<file path="src/rtl/opb_host_master.sv">
// opb_host_master: host-command initiator for the OPB peripheral decode bus.
// Commands are queued in a small FIFO, then replayed one at a time as
// single-cycle DEC_WE / DEC_RE strobes; read data is captured and offered on
// a ready/valid response port. Only one read is ever outstanding.
module opb_host_master #(
    parameter int FIFO_DEPTH = 4,
    parameter int RD_LATENCY = 1
) (
    input  logic        OPB_CLK,
    input  logic        OPB_RST,
    input  logic        CMD_VALID,
    output logic        CMD_READY,
    input  logic        CMD_WR,
    input  logic [19:0] CMD_ADDR,
    input  logic [31:0] CMD_WDATA,
    output logic        RSP_VALID,
    input  logic        RSP_READY,
    output logic [31:0] RSP_RDATA,
    output logic        DEC_RE,
    output logic        DEC_WE,
    output logic [31:0] DEC_ADDR,
    output logic [31:0] DEC_DI,
    input  logic [31:0] DEC_DO,
    output logic        BUSY,
    output logic [4:0]  FIFO_LEVEL
);
    localparam int PW = (FIFO_DEPTH > 1) ? $clog2(FIFO_DEPTH) : 1;

    typedef struct packed {
        logic        wr;
        logic [19:0] addr;
        logic [31:0] wdata;
    } cmd_t;

    typedef enum logic [2:0] {S_IDLE, S_WR_STB, S_RD_STB, S_RD_WAIT, S_RSP} state_t;

    cmd_t          fifo_mem [FIFO_DEPTH];
    logic [PW-1:0] wr_ptr, rd_ptr;
    logic [4:0]    count, count_nxt;
    logic          full, push, pop;
    cmd_t          head;
    state_t        state, state_nxt;
    logic [2:0]    wait_cnt;
    logic          capture, rsp_done;

    // Ready is the only combinational output; it is held low during reset.
    assign full       = (count == 5'(FIFO_DEPTH));
    assign CMD_READY  = !full && !OPB_RST;
    assign push       = CMD_VALID && CMD_READY;
    assign head       = fifo_mem[rd_ptr];
    assign count_nxt  = count + 5'(push) - 5'(pop);
    assign FIFO_LEVEL = count;

    // Command storage; contents need no reset since count gates every read.
    always_ff @(posedge OPB_CLK) begin
        if (push) fifo_mem[wr_ptr] <= {CMD_WR, CMD_ADDR, CMD_WDATA};
    end

    // FIFO pointers and occupancy; a push into an empty FIFO is only seen next cycle.
    always_ff @(posedge OPB_CLK or posedge OPB_RST) begin
        if (OPB_RST) begin
            wr_ptr <= '0;
            rd_ptr <= '0;
            count  <= '0;
        end else begin
            if (push) wr_ptr <= wr_ptr + 1'b1;
            if (pop)  rd_ptr <= rd_ptr + 1'b1;
            count <= count_nxt;
        end
    end

    // Next-state logic: pops happen only from IDLE, so reads block the queue.
    always_comb begin
        state_nxt = state;
        pop       = 1'b0;
        capture   = 1'b0;
        rsp_done  = 1'b0;
        case (state)
            S_IDLE: begin
                if (count != 5'd0) begin
                    pop       = 1'b1;
                    state_nxt = head.wr ? S_WR_STB : S_RD_STB;
                end
            end
            S_WR_STB:  state_nxt = S_IDLE;
            S_RD_STB:  state_nxt = S_RD_WAIT;
            S_RD_WAIT: begin
                // wait_cnt is 0 in the DEC_RE-high cycle, so it equals
                // RD_LATENCY in the cycle whose closing edge samples DEC_DO.
                if (wait_cnt == 3'(RD_LATENCY)) begin
                    capture   = 1'b1;
                    state_nxt = S_RSP;
                end
            end
            S_RSP: begin
                if (RSP_READY) begin
                    rsp_done  = 1'b1;
                    state_nxt = S_IDLE;
                end
            end
            default: state_nxt = S_IDLE;
        endcase
    end

    // State register and registered bus/response outputs.
    always_ff @(posedge OPB_CLK or posedge OPB_RST) begin
        if (OPB_RST) begin
            state     <= S_IDLE;
            wait_cnt  <= '0;
            DEC_RE    <= 1'b0;
            DEC_WE    <= 1'b0;
            DEC_ADDR  <= '0;
            DEC_DI    <= '0;
            RSP_VALID <= 1'b0;
            RSP_RDATA <= '0;
            BUSY      <= 1'b0;
        end else begin
            state    <= state_nxt;
            wait_cnt <= (state == S_RD_WAIT) ? wait_cnt + 3'd1 : 3'd0;
            // Strobes trail the strobe state by one cycle; passing through
            // IDLE between commands guarantees a quiet cycle between strobes.
            DEC_WE   <= (state == S_WR_STB);
            DEC_RE   <= (state == S_RD_STB);
            if (pop) begin
                DEC_ADDR <= {12'd0, head.addr};
                DEC_DI   <= head.wdata;
            end
            if (capture) RSP_RDATA <= DEC_DO;
            if (capture)       RSP_VALID <= 1'b1;
            else if (rsp_done) RSP_VALID <= 1'b0;
            BUSY <= (count_nxt != 5'd0) || (state_nxt != S_IDLE);
        end
    end
endmodule

</file>
<file path="config.mk">
export PLATFORM = sky130hd
export DESIGN_NAME = opb_host_master
export DESIGN_NICKNAME = d
export VERILOG_FILES = /design/src/rtl/opb_host_master.sv
export SDC_FILE = /design/constraint.sdc
export NUM_CORES = 1
export LEC_CHECK = 0
export BUFFER_PORTS_ARGS = -buffer_cell sky130_fd_sc_hd__buf_2
export CORE_ASPECT_RATIO = 0.8
export CORE_MARGIN = 2
export CORE_UTILIZATION = 49
export DETAILED_ROUTE_END_ITERATION = 12
export PLACE_DENSITY = 0.71
export SYNTH_ARGS = -nofsm -noshare
export SYNTH_HDL_FRONTEND = slang
export SYNTH_SLANG_ARGS = --single-unit
</file>
<file path="constraint.sdc">
create_clock -name OPB_CLK -period 9.3 [get_ports OPB_CLK]
set_clock_uncertainty 0.15 [all_clocks]
set_input_delay 1.86 -clock OPB_CLK [delete_from_list [all_inputs] [get_ports OPB_CLK]]
set_output_delay 1.86 -clock OPB_CLK [all_outputs]
set_load 0.02 [all_outputs]
</file>
==> impl_metrics.toml <==
[route]
dr_wl_met2_um = 10370
wl_met1_um = 9815
drt_iter0_markers = 348
wl_met3_um = 1818
routed_via_density = 5.095
top_layer = "met5"
vias = 6124
wl_per_cell_um = 18.59
drt_pass1_iterations = 5
drc = 0
antenna_left = 0
drt-total-wl_um = 22350

[global_routing]
grt.overflow.total = 0
grt_first_pass_wirelength_um = 34540
track_usage = 0.1771
antenna_found_initial = 3
grt_max_degree = 58
grt_pass1_vias = 6262

[clock_network]
cts_tree = "done"
postCtsSetupBuffers = 0
cts_root_buffer = "clkbuf_16"
cts-resized-gates = 0
insertion_delay_ps = 560
hold_buffers = 0
clock-sinks = 315
cts.path.max_buffers = 3
cts.clk_slew.worst_paths_ps = 60
ctsHtreeMaxLevel = 1
numCtsBuffers = 29

[synth]
synth_edf_count = 212
ys_ff_latch = 315
yosysWarnings = 0
syn_inst = 670
synth.area.top_cells = "edfxtp_1, dfrtp_1, mux4_2"
synth_top_area_share = 0.5357
synth_flop_cell = "edfxtp_1"
yosysSeqAreaShare = 0.7526
avgSynthCellArea_um2 = 17.74
yosys.area.top_type = "edfxtp_1"
synthDistinctLibCells = 35
syn_area_um2 = 11880
ys_async_sr_fraction = 0.3270
synth_commonest_cells = "edfxtp_1, nand2_1, dfrtp_1, mux4_2, mux2_2"
synth_most_common_cell = "edfxtp_1"

[critical_path]
critPathMaxStageDelay_ps = 290
crit_top_cell = "buf_2"
crit_type = "in -> out"
path_max_fanout = 6
cp-end-kind = "output port"
critical-path-slowest-cell = "a21oi_1"
crit-reg2reg-launch = "FIFO_LEVEL[2]"
start_kind = "input port"
critPathRequiredTime_ps = 7290
cp_cell_sequence = "buf_2, a21oi_1, buf_2"
arrival_ps = 2510
crit_start = "OPB_RST"

[timing]
rsz0062_at_grt = "false"
worstMarginPinSlew_ps = 844.0
setup_tns_ps = 0
post-route-period-util = 0.4858
slew_headroom = 0.4373
setup-violations-final = 0
hold_viol = 0
finalCriticalPeriod_ps = 4518
drv_slew = 0
holdWs_ps = 317.6
fmax_mhz = 221.4

[power]
power_density_nw_per_um2 = 330.6
ir_drop_uv = 193.5
power_leakage_nw = 5.644

[floorplanning]
num_rows = 50
die_w_um = 178.1
fp.dieH_um = 143.3
ios = 195
dieArea_um2 = 25520
core_area_um2 = 23590
start_util = 0.5039

[min_path]
worst_hold_path_type = "reg -> reg"
hold_start = "DEC_DI[24]"

[finish]
syn_to_final_growth_pct = 17.61
nets = 967
layout-drive-gt1-share = 0.3716
utilization = 0.5926

[run]
drv_cap = 0

[placement]
gp_congestion = 0.7145
dp_hpwl_um = 13340
numPortBuffers = 182

[outcome]
outcome = "finished clean"
[final cells by class]
type / instances / area, um2
clock inverters: 6 / 76.32
multi-input cells: 312 / 2671
clock buffers: 48 / 840.8
flip-flops and latches: 315 / 8949
well taps: 312 / 390.4
fillers: 1801 / 9608
inverters: 15 / 58.81
repair buffers: 192 / 985.9
diodes: 2 / 5.005
[per-stage QoR]
stage | instance area [um2] | instances | setup slack [ps] | power (mW)
floorplan | 11930 | 681 | 4563 | 3.098
detailed placement | 13060 | 1146 | 4458 | 3.546
CTS | 13970 | 1200 | 4784 | 4.693
finish | 13980 | 1202 | 4782 | 4.621
global route | 13970 | 1200 | 4698 | 4.904
global placement | 13060 | 1146 | 4499 | 3.513
[logic make-up after synthesis]
| group | share of synthesized area |
|---|---|
| fa+ha+maj | 0.01432 |
| compound gates | 0.005475 |
| buf+inv | 0.02664 |
| flops | 0.7526 |
| simple gates | 0.06307 |
| xor+xnor | 0.005896 |
| mux | 0.1317 |
| other cells | 0.0003156 |
[critical path, delay by kind of cell]
family / cells / cell delay (ps)
buffers and inverters: 2 / 360
AO/OA/AOI/OAI: 1 / 290
[metal layers]
| layer | vias up | GRT usage |
|---|---|---|
| li1 | 2827 | - |
| met1 | 3047 | 0.2492 |
| met2 | 222 | 0.2880 |
| met3 | 26 | 0.04233 |
| met4 | 2 | 0.03279 |
| met5 | - | 0 |
[power breakdown]
part	switching, mW	internal [mW]	leakage (nW)
registers	0.164	1.83	3.18
logic	0.879	0.604	2.02
clock network	0.493	0.647	0.443
[registers in the layout, summed over array words and instances (netlist names)]
signal,flops
BUSY,1
DEC_ADDR,20
DEC_DI,32
DEC_RE,1
DEC_WE,1
FIFO_LEVEL,5
RSP_RDATA,32
RSP_VALID,1
fifo_mem,212
rd_ptr,2
state,3
wait_cnt,3
wr_ptr,2
[path summary, 6_finish.rpt]
kind	endpoint	slack, ps	cells after the start
hold / removal	DEC_DI[24]	320	2
min in group asynchronous	DEC_DI[26]	1270	2
setup reg to reg	BUSY	5640	14
max in group asynchronous	RSP_RDATA[16]	6610	3
setup / recovery	CMD_READY	4780	3
hold reg to reg	DEC_DI[24]	320	2
[cells in the final DEF (no fill, tap or decap), drive strengths merged, types with 2 or more instances in the layout]
master / n
a21o: 2
a21oi: 3
and3: 4
buf: 192
clkbuf: 48
clkinv: 3
conb: 12
dfrtp: 103
diode: 2
edfxtp: 212
ha: 12
inv: 16
mux2: 33
mux4: 53
nand2: 161
nand3: 2
nor2: 6
nor3b: 2
o21ai: 2
or4: 2
xnor2: 6
xor2: 2
No activity file was read; power rests on OpenSTA's default activity.
